[config.mk]
export PLATFORM = sky130hd
export DESIGN_NAME = ahb_output_arbiter_rr_flat
export DESIGN_NICKNAME = d
export VERILOG_FILES = /design/src/rtl/ahb_matrix_pkg.sv /design/src/rtl/ahb_output_arbiter_rr_if.sv /design/src/rtl/ahb_burst_hold_tracker.sv /design/src/rtl/ahb_output_arbiter_rr.sv /design/src/flat_wrapper.sv
export SDC_FILE = /design/constraint.sdc
export NUM_CORES = 1
export LEC_CHECK = 0
export CORE_UTILIZATION = 30
export DETAILED_ROUTE_END_ITERATION = 8
export GPL_TIMING_DRIVEN = 0
export PLACE_DENSITY = 0.61
export SLEW_MARGIN = 20
export SYNTH_ARGS = -nofsm -noshare
export SYNTH_HDL_FRONTEND = slang
export SYNTH_HIERARCHICAL = 1
export SYNTH_SLANG_ARGS = --single-unit
[constraint.sdc]
create_clock -name HCLK -period 2.55 [get_ports HCLK]
set_input_delay 0.6375 -clock HCLK [delete_from_list [all_inputs] [get_ports HCLK]]
set_output_delay 0.6375 -clock HCLK [all_outputs]
set_load 0.005 [all_outputs]
[src/rtl/ahb_matrix_pkg.sv]
`default_nettype none
// ============================================================================
//  Module   : ahb_matrix_pkg
//  Purpose  : Shared AHB bus-matrix definitions: HTRANS/HBURST encodings,
//             arbitration mode constants and a fixed-burst length helper.
//  Ports    : none (package)
//  Revision : 1.0  initial release
// ============================================================================
package ahb_matrix_pkg;

    typedef enum logic [1:0] {
        HTRANS_IDLE   = 2'b00,
        HTRANS_BUSY   = 2'b01,
        HTRANS_NONSEQ = 2'b10,
        HTRANS_SEQ    = 2'b11
    } htrans_t;

    typedef enum logic [2:0] {
        HBURST_SINGLE = 3'b000,
        HBURST_INCR   = 3'b001,
        HBURST_WRAP4  = 3'b010,
        HBURST_INCR4  = 3'b011,
        HBURST_WRAP8  = 3'b100,
        HBURST_INCR8  = 3'b101,
        HBURST_WRAP16 = 3'b110,
        HBURST_INCR16 = 3'b111
    } hburst_t;

    localparam int ARB_RR    = 0;
    localparam int ARB_FIXED = 1;

    // Beats still to come after the NONSEQ beat of a fixed-length burst,
    // minus one: the hold is released on the SEQ that sees remain==0, which
    // is the last beat of the burst.
    function automatic logic [3:0] fixed_burst_remain(input hburst_t burst);
        logic [3:0] remain;
        case (burst)
            HBURST_WRAP16, HBURST_INCR16: remain = 4'd14;
            HBURST_WRAP8,  HBURST_INCR8:  remain = 4'd6;
            HBURST_WRAP4,  HBURST_INCR4:  remain = 4'd2;
            default:                      remain = 4'd0;
        endcase
        return remain;
    endfunction

endpackage
`default_nettype wire

[src/rtl/ahb_output_arbiter_rr_if.sv]
`default_nettype none
// ============================================================================
//  Module   : ahb_output_arbiter_rr_if
//  Purpose  : Request/grant and output-transfer signals of one bus-matrix
//             output stage.
//  Ports    : master modport - drives requests and output transfer info,
//                              observes the grant
//             slave  modport - the arbiter side
//  Revision : 1.0  initial release
// ============================================================================
interface ahb_output_arbiter_rr_if #(
    parameter int NUM_PORTS = 4,
    parameter int PORT_W    = 3
);
    logic [NUM_PORTS-1:0] req;
    logic [NUM_PORTS-1:0] port_en;
    logic                 HREADYM;
    logic                 HSELM;
    logic [1:0]           HTRANSM;
    logic [2:0]           HBURSTM;
    logic                 HMASTLOCKM;
    logic [PORT_W-1:0]    addr_in_port;
    logic [NUM_PORTS-1:0] grant;
    logic                 no_port;

    modport master (
        output req, port_en, HREADYM, HSELM, HTRANSM, HBURSTM, HMASTLOCKM,
        input  addr_in_port, grant, no_port
    );

    modport slave (
        input  req, port_en, HREADYM, HSELM, HTRANSM, HBURSTM, HMASTLOCKM,
        output addr_in_port, grant, no_port
    );
endinterface
`default_nettype wire

[src/rtl/ahb_burst_hold_tracker.sv]
`default_nettype none
// ============================================================================
//  Module   : ahb_burst_hold_tracker
//  Purpose  : Tracks the remaining beats of the current output burst and
//             whether arbitration must be held. Undefined-length INCR bursts
//             are held for INCR_HOLD_BEATS; after EARLY_INCR_LIMIT
//             consecutive early-terminated held INCRs they are not held.
//  Ports    : HCLK, HRESETn        clock, async active-low reset
//             HREADYM              qualifies every register update
//             HSELM/HTRANSM/HBURSTM current output transfer
//             next_hold            combinational hold for the next cycle
//             hold                 registered hold
//  Revision : 1.0  initial release
// ============================================================================
module ahb_burst_hold_tracker
    import ahb_matrix_pkg::*;
#(
    parameter int INCR_HOLD_BEATS  = 4,
    parameter int EARLY_INCR_LIMIT = 1
) (
    input  wire logic       HCLK,
    input  wire logic       HRESETn,
    input  wire logic       HREADYM,
    input  wire logic       HSELM,
    input  wire logic [1:0] HTRANSM,
    input  wire logic [2:0] HBURSTM,
    output logic            next_hold,
    output logic            hold
);
    localparam logic [3:0] INCR_REMAIN = 4'(INCR_HOLD_BEATS - 2);
    localparam logic [1:0] EARLY_LIMIT = 2'(EARLY_INCR_LIMIT);

    logic [3:0] remain;
    logic [3:0] next_remain;
    logic [1:0] early_cnt;
    logic [1:0] next_early_cnt;
    htrans_t    trans;
    hburst_t    burst;

    assign trans = htrans_t'(HTRANSM);
    assign burst = hburst_t'(HBURSTM);

    always_comb begin
        next_remain = remain;
        next_hold   = hold;
        if (!HSELM) begin
            next_remain = 4'd0;
            next_hold   = 1'b0;
        end else begin
            case (trans)
                HTRANS_NONSEQ: begin
                    if (burst == HBURST_SINGLE) begin
                        next_remain = 4'd0;
                        next_hold   = 1'b0;
                    end else if (burst == HBURST_INCR) begin
                        if (early_cnt == EARLY_LIMIT) begin
                            next_remain = 4'd0;
                            next_hold   = 1'b0;
                        end else begin
                            next_remain = INCR_REMAIN;
                            next_hold   = 1'b1;
                        end
                    end else begin
                        next_remain = fixed_burst_remain(burst);
                        next_hold   = 1'b1;
                    end
                end
                HTRANS_SEQ: begin
                    if (remain == 4'd0) begin
                        next_remain = 4'd0;
                        next_hold   = 1'b0;
                    end else begin
                        next_remain = remain - 4'd1;
                    end
                end
                HTRANS_BUSY: begin
                    next_remain = remain;
                    next_hold   = hold;
                end
                default: begin
                    next_remain = 4'd0;
                    next_hold   = 1'b0;
                end
            endcase
        end
    end

    // A NONSEQ arriving while still held means the previous burst ended
    // before its hold window expired.
    always_comb begin
        next_early_cnt = early_cnt;
        if (!next_hold) begin
            next_early_cnt = 2'd0;
        end else if (hold && (trans == HTRANS_NONSEQ)) begin
            if (early_cnt != EARLY_LIMIT) begin
                next_early_cnt = early_cnt + 2'd1;
            end
        end
    end

    always_ff @(posedge HCLK or negedge HRESETn) begin
        if (!HRESETn) begin
            remain    <= 4'd0;
            hold      <= 1'b0;
            early_cnt <= 2'd0;
        end else if (HREADYM) begin
            remain    <= next_remain;
            hold      <= next_hold;
            early_cnt <= next_early_cnt;
        end
    end

endmodule
`default_nettype wire

[src/rtl/ahb_output_arbiter_rr.sv]
`default_nettype none
// ============================================================================
//  Module   : ahb_output_arbiter_rr
//  Purpose  : Output-stage arbiter of the AHB bus matrix. Selects which input
//             stage drives the shared slave, holding the grant across locked
//             sequences and bursts. Round-robin or fixed priority, with a
//             runtime per-port enable mask.
//  Ports    : HCLK, HRESETn  clock, async active-low reset
//             bus (slave)    req, port_en, HREADYM, HSELM, HTRANSM, HBURSTM,
//                            HMASTLOCKM in; addr_in_port, grant, no_port out
//  Revision : 1.0  initial release
// ============================================================================
module ahb_output_arbiter_rr
    import ahb_matrix_pkg::*;
#(
    parameter int NUM_PORTS        = 4,
    parameter int PORT_W           = 3,
    parameter int ARB_MODE         = 0,
    parameter int INCR_HOLD_BEATS  = 4,
    parameter int EARLY_INCR_LIMIT = 1
) (
    input  wire logic              HCLK,
    input  wire logic              HRESETn,
    ahb_output_arbiter_rr_if.slave bus
);
    logic                 next_hold;
    logic                 tracker_hold_unused;
    logic [NUM_PORTS-1:0] elig;
    logic                 found;
    logic [PORT_W-1:0]    cand;
    logic                 cur_en;
    logic [PORT_W-1:0]    next_addr;
    logic                 next_no_port;
    logic [NUM_PORTS-1:0] next_grant;
    logic [PORT_W-1:0]    addr_in_port;
    logic                 no_port;
    logic [NUM_PORTS-1:0] grant;

    ahb_burst_hold_tracker #(
        .INCR_HOLD_BEATS  (INCR_HOLD_BEATS),
        .EARLY_INCR_LIMIT (EARLY_INCR_LIMIT)
    ) u_tracker (
        .HCLK      (HCLK),
        .HRESETn   (HRESETn),
        .HREADYM   (bus.HREADYM),
        .HSELM     (bus.HSELM),
        .HTRANSM   (bus.HTRANSM),
        .HBURSTM   (bus.HBURSTM),
        .next_hold (next_hold),
        .hold      (tracker_hold_unused)
    );

    assign elig = bus.req & bus.port_en;

    // Candidate search. Round-robin starts one past the last grant and ends
    // on the last grant itself; addr_in_port keeps its value while no_port
    // is set, so fairness survives idle gaps.
    always_comb begin
        found  = 1'b0;
        cand   = addr_in_port;
        cur_en = 1'b0;
        for (int j = 0; j < NUM_PORTS; j++) begin
            if (PORT_W'(j) == addr_in_port) begin
                cur_en = bus.port_en[j];
            end
        end
        if (ARB_MODE == ARB_FIXED) begin
            for (int j = 0; j < NUM_PORTS; j++) begin
                if (!found && elig[j]) begin
                    found = 1'b1;
                    cand  = PORT_W'(j);
                end
            end
        end else begin
            for (int s = 1; s <= NUM_PORTS; s++) begin
                for (int j = 0; j < NUM_PORTS; j++) begin
                    if (!found && elig[j] &&
                        (((int'(addr_in_port) + s) % NUM_PORTS) == j)) begin
                        found = 1'b1;
                        cand  = PORT_W'(j);
                    end
                end
            end
        end
    end

    always_comb begin
        next_addr    = addr_in_port;
        next_no_port = no_port;
        if (bus.HMASTLOCKM || next_hold) begin
            next_addr    = addr_in_port;
            next_no_port = no_port;
        end else if (found) begin
            next_addr    = cand;
            next_no_port = 1'b0;
        end else if (!no_port && bus.HSELM && cur_en) begin
            // IDLE park: nobody else wants the slave, keep the current owner
            next_addr    = addr_in_port;
            next_no_port = 1'b0;
        end else begin
            next_addr    = addr_in_port;
            next_no_port = 1'b1;
        end
        for (int j = 0; j < NUM_PORTS; j++) begin
            next_grant[j] = !next_no_port && (next_addr == PORT_W'(j));
        end
    end

    always_ff @(posedge HCLK or negedge HRESETn) begin
        if (!HRESETn) begin
            addr_in_port <= '0;
            no_port      <= 1'b1;
            grant        <= '0;
        end else if (bus.HREADYM) begin
            addr_in_port <= next_addr;
            no_port      <= next_no_port;
            grant        <= next_grant;
        end
    end

    assign bus.addr_in_port = addr_in_port;
    assign bus.no_port      = no_port;
    assign bus.grant        = grant;

endmodule
`default_nettype wire

[src/flat_wrapper.sv]
// flat-port wrapper written by rule: the top's interface ports become plain ports
module ahb_output_arbiter_rr_flat import ahb_matrix_pkg::*;
#(
    parameter int NUM_PORTS        = 4,
    parameter int PORT_W           = 3,
    parameter int ARB_MODE         = 0,
    parameter int INCR_HOLD_BEATS  = 4,
    parameter int EARLY_INCR_LIMIT = 1
)
  (HCLK, HRESETn, bus_req, bus_port_en, bus_HREADYM, bus_HSELM, bus_HTRANSM, bus_HBURSTM, bus_HMASTLOCKM, bus_addr_in_port, bus_grant, bus_no_port);
  ahb_output_arbiter_rr_if #(.NUM_PORTS(NUM_PORTS), .PORT_W(PORT_W)) bus_i ();
  input  wire logic HCLK;
  input  wire logic HRESETn;
  input wire logic [$bits(bus_i.req)-1:0] bus_req;
  input wire logic [$bits(bus_i.port_en)-1:0] bus_port_en;
  input wire logic [$bits(bus_i.HREADYM)-1:0] bus_HREADYM;
  input wire logic [$bits(bus_i.HSELM)-1:0] bus_HSELM;
  input wire logic [$bits(bus_i.HTRANSM)-1:0] bus_HTRANSM;
  input wire logic [$bits(bus_i.HBURSTM)-1:0] bus_HBURSTM;
  input wire logic [$bits(bus_i.HMASTLOCKM)-1:0] bus_HMASTLOCKM;
  output wire logic [$bits(bus_i.addr_in_port)-1:0] bus_addr_in_port;
  output wire logic [$bits(bus_i.grant)-1:0] bus_grant;
  output wire logic [$bits(bus_i.no_port)-1:0] bus_no_port;
  assign bus_i.req = bus_req;
  assign bus_i.port_en = bus_port_en;
  assign bus_i.HREADYM = bus_HREADYM;
  assign bus_i.HSELM = bus_HSELM;
  assign bus_i.HTRANSM = bus_HTRANSM;
  assign bus_i.HBURSTM = bus_HBURSTM;
  assign bus_i.HMASTLOCKM = bus_HMASTLOCKM;
  assign bus_addr_in_port = bus_i.addr_in_port;
  assign bus_grant = bus_i.grant;
  assign bus_no_port = bus_i.no_port;
  ahb_output_arbiter_rr #(.NUM_PORTS(NUM_PORTS), .PORT_W(PORT_W), .ARB_MODE(ARB_MODE), .INCR_HOLD_BEATS(INCR_HOLD_BEATS), .EARLY_INCR_LIMIT(EARLY_INCR_LIMIT)) u_core (.HCLK(HCLK), .HRESETn(HRESETn), .bus(bus_i));
endmodule
==> metrics <==
cts bufs inserted 3; number of global-route vias before repair 922; final hold vios 0; port buffer count 25; PD cells 530 nW/um2; Post-Syn Area 1060 um2; min-delay src u_core/bus.grant[1]$_DFFE_PN0P_; fin. max-slew vios 0; clk_skew about 6 ps; #FFs+latches synth 15; synth warn 6; RePlAce Congestion 0.814; Clk pwr share 0.187; ys flop type dfrtp_1; sequential fraction of the synthesis area 0.354; synth unique cells 43; area of the multi-input gates 616 um2; initial antenna violation count 0; ANT nets after route 0; top-area cell type share of the netlist area 0.329; clk sink count 15; post-placement cell count 187; Worst-path clk slew 100 ps; CP Launch Point bus_HBURSTM[0]; Tot GR Track Use 0.135; Slew headroom 0.539; met1 usage 0.165; CP delay by family, top simple AND/OR/NAND/NOR gates; Syn Nets 137; wire length per cell between 10 and 15 um; Power Internal 499 uW; fillcell total 369; Pre-antenna DRT Iters 4; Final #Nets around 170; CP peak stage delay 390 ps; Setup Total Neg Slack 0 ps; Synth Instances 116; met2 Resource Use GR 0.237; Setup Crit Path Kind input pin to flip-flop; worst r2r src u_core/u_tracker/remain[0]$_DFFE_PN0P_; RSZ-0062 raised after global routing false; Starting Density 0.317; Tightest Pin Transition 689 ps; combinational power share 0.402; fin util 0.420; Critical Path RT 2760 ps; GR Layer Usage met3 0.0210; Die Y 61.6 um; slowest CP cell clkdlybuf4s50_1; number of synthesized flops with an enable pin 0; largest net degree at the start of global routing 16; cells along the critical path clkdlybuf4s50_1 > nor2b_1 > o311a_4 > nor2_4 > inv_2 > or2_4 > a41oi_4 > and2_1 > buf_6 > nor2_1 > a31oi_2; fin crit share 0.946; detailed-route DRC error count 0; CTS tree yes; register area 377 um2; Sw Pwr 251 uW; leading area contributor after synthesis dfrtp_1; Worst Path Max Fanout 6; Sequential Power Share 0.411; P_leak 0.579 nW; status finished, final reports clean; worst hold slack 534 ps; CTS root buffer clkbuf_4; Sw Ratio 0.334; top cells by count, synth dfrtp_1, nand2_1, inv_1; die width 61.6 um; FFs w/ async S/R, synth 1.00; layout cell share with drive strength beyond 1 0.145; max_cap viols 0; Worst setup SP type input pin; drt total wl about 2300 um; Hold Crit Class flip-flop to flip-flop; crit path time final 2410 ps; Bufs on Longest Clock Path 2; fmax 415 MHz; non-filler cells, final 191; CTS H-tree depth 1; Final setup viols 0; first-pass GRT wire length 3750 um; reg2reg setup slack 300 ps; busiest grt layer met2; VDD IR-drop max 0.243 mV; Buf+Inv Stages, Crit Path 3; core box area about 3400 um2; total I/O pin count 26; diodes inserted 0; hold_buf cts 0; die area 3790 um2; Setup crit end kind flip-flop; Core Rows 21; Vias 935; drt initial violations 47; count leader, synth dfrtp_1; DPL Wire Length 1800 um; synthesis-to-finish area growth 32.8%; Synth Area per Inst ~9.2 um2; GR Overflow Total 0; total power draw between 700 and 800 uW; Data arrival, critical path 2630 ps; largest cells by area after synthesis dfrtp_1, nand2_1, ha_1; vias per inst just under 5; Clock Latency Late Sink just under 300 ps
worst register-to-register path, stage by stage, from the launching register on:
cell and delay, ps:
dfrtp_1 420, inv_1 90, ha_1 140, nor3b_4 280, a21oi_2 140, nor2_4 110
inv_2 50, or2_4 270, a41oi_4 210, and2_1 170, buf_6 120, nor2_1 50
a31oi_2 130
routing by layer:
metal  vias up  share of wire
met5         -              0
met4         0              0
met3         0          0.044
met2        23           0.50
met1       437           0.46
li1        475              -
cells in the final DEF (no fill, tap or decap), types with 3 or more instances in the layout:
| master | Yosys | layout |
|---|---|---|
| clkdlybuf4s50_1 | 0 | 24 |
| dfrtp_1 | 14 | 14 |
| nand2_1 | 12 | 12 |
| inv_1 | 10 | 10 |
| nor2_1 | 7 | 7 |
| o21ai_0 | 7 | 7 |
| nor3_1 | 5 | 5 |
| o22ai_1 | 5 | 5 |
| nand3_1 | 4 | 4 |
| clkbuf_4 | 0 | 3 |
| and2_1 | 3 | 3 |
| a21oi_2 | 3 | 3 |
| mux2i_1 | 3 | 3 |
| ha_1 | 3 | 3 |
registers in the layout, indices dropped and copies added, names as in the netlist:
register and cells:
u_core/bus.addr_in_port 3, u_core/u_tracker/early_cnt 2, u_core/u_tracker/remain 4, u_core/bus.grant 4, u_core/bus.no_port 1, u_core/u_tracker/hold 1
per-stage QoR:
step / setup slack (ps) / instance area [um2]
after floorplan: 353 / 1060
final: 137 / 1410
after CTS: 82.5 / 1400
after detailed placement: -227 / 1370
after global placement: -214 / 1370
after global routing: 43.4 / 1410
kinds of logic after synthesis:
family / share of synthesized area
AO/OA/AOI/OAI: 0.237
adder cells (fa/ha/maj): 0.0353
buffers and inverters: 0.0787
flip-flops: 0.354
multiplexers: 0.0423
AND/OR/NAND/NOR: 0.253
path summary, 6_finish.rpt:
check / end / depth (start not counted)
hold reg to reg: u_core/bus.grant[1]$_DFFE_PN0P_ / 2
setup reg to reg: u_core/bus.addr_in_port[0]$_DFFE_PN0P_ / 12
max in group asynchronous: u_core/bus.addr_in_port[1]$_DFFE_PN0P_ / 1
min in group asynchronous: u_core/u_tracker/remain[0]$_DFFE_PN0P_ / 1
hold / removal: u_core/bus.grant[1]$_DFFE_PN0P_ / 2
setup / recovery: u_core/bus.addr_in_port[0]$_DFFE_PN0P_ / 11
final cells by class:
cell class	count	share of cell area
multi-input cells	87	0.435
clock buffers	3	0.0159
repair buffers	25	0.179
well taps	46	0.0407
plain buffers	3	0.0301
inverters	11	0.0292
flip-flops and latches	15	0.266
clock inverters	1	0.00354
what timing repair did:
item	in CTS	in global routing
hold endpoints to repair	0	0
endpoints found under the setup margin	0	5
gates resized for setup	0	2
setup buffers	0	0
power by group through the flow:
stage               Combinational, mW  Clock (mW)  Sequential [mW]
global placement                0.295           0            0.312
global route                    0.330       0.155            0.314
finish                          0.301       0.140            0.308
floorplan                       0.171           0            0.311
detailed placement              0.300           0            0.313
CTS                             0.301       0.147            0.308
Note: power is estimated with default switching activity, not from simulation.
==> variant, RTL diff (same flow settings) <==
Reset style: synchronous (`HRESETn`), changed in 2 clocked blocks. Comments in the files are not updated.
--- a/src/rtl/ahb_burst_hold_tracker.sv
+++ b/src/rtl/ahb_burst_hold_tracker.sv
@@ -98,7 +98,7 @@
         end
     end
 
-    always_ff @(posedge HCLK or negedge HRESETn) begin
+    always_ff @(posedge HCLK) begin
         if (!HRESETn) begin
             remain    <= 4'd0;
             hold      <= 1'b0;
--- a/src/rtl/ahb_output_arbiter_rr.sv
+++ b/src/rtl/ahb_output_arbiter_rr.sv
@@ -106,7 +106,7 @@
         end
     end
 
-    always_ff @(posedge HCLK or negedge HRESETn) begin
+    always_ff @(posedge HCLK) begin
         if (!HRESETn) begin
             addr_in_port <= '0;
             no_port      <= 1'b1;
Formal check against the unedited RTL: not equivalent (Yosys sat finds a counterexample within 4 cycles, from zero or initial values and one cycle with HRESETn low; the reset may be asserted at any time).
==> variant against the original RTL <==
  * Worst setup slack worse by 0.0088 ns
  * Wire length grew 18%
  * Area after synthesis rose by 5.8%
  * Final area is 8.6% higher
  * Utilization grew 2.2 points
  * Power is 14% lower
  * First-iteration DRC count increased by 30%
  * Clock skew fell by 0.0016 ns
  * Synthesized cell count grew 16%
  * Sequential cell count stayed put
  * Combinational power shrank 34%
  * Critical path type is now flop to flop
  * Critical endpoint is now u_core/bus.grant[3]
  * Largest cell class unchanged
  * Largest power group unchanged
==> variant: results (changes against the original RTL) <==
Finish
  • Non-Filler Instances: 213 (was 191)
  • Layout cells sized above 1: 14.4% (was 14.5%)
  • Nets@finish: 189 (was 167)
  • Largest regs: u_core/bus.grant (4), u_core/u_tracker/remain (4), u_core/bus.addr_in_port (3) (unchanged)
  • Ant diodes: 0 (unchanged)

GRT
  • Total grt overflow: 0 (unchanged)
  • First-pass GRT wire length: 4.59 mm (was 3.75 mm)
  • Met2 Use GR: 26.6% (was 23.7%)
  • Met1 usage: 16.0% (was 16.5%)
  • GR Util met3: 2.72% (was 2.10%)
  • GRT Overall Usage: 14.2% (was 13.5%)
  • Largest net degree at the start of global routing: 15 (was 16)
  • Initial antenna violation count: 0 (unchanged)

Yosys
  • Mapped Cells: 134 (was 116)
  • Post-synthesis sequential area ratio: 26.7% (was 35.4%)
  • YS warnings: 6 (unchanged)
  • Fraction of registers with async set/reset: 0% (was 100%)
  • Primary FF master, synth: dfxtp_1 (was dfrtp_1)
  • Commonest cells in the netlist: dfxtp_1 (15), nand2_1 (12), nor2_1 (8) (was dfrtp_1 (14), nand2_1 (12), inv_1 (10))
  • Number of flops mapped to enable cells by yosys: 0 (unchanged)
  • Synthesized net count: 155 (was 137)
  • Synth cell types: 51 (was 43)
  • Top post-synthesis cells by area: dfxtp_1 (27%), nand2_1 (4.0%), mux2i_1 (3.6%) (was dfrtp_1 (33%), nand2_1 (4.2%), ha_1 (3.5%))

Place
  • GP Congestion: 0.851 (was 0.814)
  • Pre-CTS WS: -0.397 ns (was -0.227 ns)
  • DP Cell Count: 205 (was 187)
  • DP HPWL: 2.08 mm (was 1.80 mm)
  • Placed Area: 1430 sq um (was 1370 sq um)
  • I/O Buffers: 25 (unchanged)

Power
  • Lkg Pwr: 0.000561 uW (was 0.000579 uW)
  • Worst vdd ir: 0.000312 V (was 0.000243 V)

Drt
  • DRT iter0 DRCs: 61 (was 47)
  • Total Routed Length: 2.73 mm (was 2.32 mm)
  • Met2 WL: 1.33 mm (was 1.15 mm)
  • Highest Signal Layer: met4 (was met3)
  • Wire length on met1: 1.24 mm (was 1.06 mm)
  • Vias: 1,139 (was 935)
  • DR WL met3: 139 um (was 103 um)

STA
  • Max-slew headroom: 68.7% (was 53.9%)
  • Clock Skew: 0.00453 ns (was 0.00617 ns)
  • Worst hold slack: 0.454 ns (was 0.534 ns)
  • Max Fclk: 413 MHz (was 415 MHz)

Outcome
  • Status: complete, no violations (unchanged)

Hold path
  • Worst hold path type: flop to flop (unchanged)

CTS
  • Worst-skew pair later-pin latency: 0.25 ns (was 0.29 ns)
  • Clock-pin transition on the worst setup and hold timing paths: 0.06 ns (was 0.10 ns)
  • Clk buf depth: 2 (unchanged)
  • H-tree Lvls: 1 (unchanged)
  • Root Driver: clkbuf_8 (was clkbuf_4)
  • Total clock buffers created by CTS: 3 (unchanged)

Setup path
  • CP max FO: 7 (was 6)
  • Worst R2R Setup Slack: 0.13 ns (was 0.30 ns)

Flow run
  • Max_cap viols: 0 (unchanged)
variant: cell types whose count changed in the layout (fill, tap and decap cells not counted), sizes merged, moves of 3 or more:
cell,unedited run,this run
buf,3,6
and4b,0,3
dfxtp,0,15
nand3b,0,5
dfrtp,14,0
inv,11,7
variant: worst max-delay path, stage by stage, from the launching register on:
cell	delay [ns]
dfxtp_1	0.32
inv_1	0.09
ha_1	0.14
or3b_4	0.38
o2111a_2	0.29
or2_4	0.27
nor2_8	0.15
nand4_4	0.14
and2_2	0.24
a32oi_2	0.20
o21ai_1	0.08
variant: path summary, 6_finish.rpt:
path	cells after the start	from	endpoint
worst min register to register	2	u_core/bus.grant[2]	u_core/bus.grant[2]
worst max register to register	10	u_core/u_tracker/remain[0]	u_core/bus.grant[3]
worst min-delay path	2	u_core/bus.grant[2]	u_core/bus.grant[2]
worst max-delay path	10	u_core/u_tracker/remain[0]	u_core/bus.grant[3]
variant: repair_timing:
| action | 4_1_cts | 5_1_grt |
|---|---|---|
| pin swaps | 1 | 3 |
| endpoints found under the setup margin | 6 | 7 |
| resized for setup | 1 | 6 |
| setup buffers | 2 | 2 |
variant: report_power, final:
part	switching, uW	leakage, uW	internal, uW
combinational	98.0	0.000413	99.7
clock	86.7	0.0000255	108
sequential	10.5	0.000122	245
variant: area by class of cell:
class | count | area [sq um]
Buffer | 3 | 20.0
Fill cell | 368 | 1930
Multi-Input combinational cell | 109 | 803
Inverter | 7 | 26.3
Clock inverter | 1 | 5.00
Timing Repair Buffer | 29 | 282
Clock buffer | 3 | 41.3
Tap cell | 46 | 57.6
Sequential cell | 15 | 300
variant: kinds of logic after synthesis:
kind of cell	count (synthesis)	synth area share, %
simple gates	59	33.0
compound gates	42	28.6
flops	15	26.7
buf+inv	10	4.11
mux	4	3.56
fa+ha+maj	3	3.33
xor+xnor	1	0.778
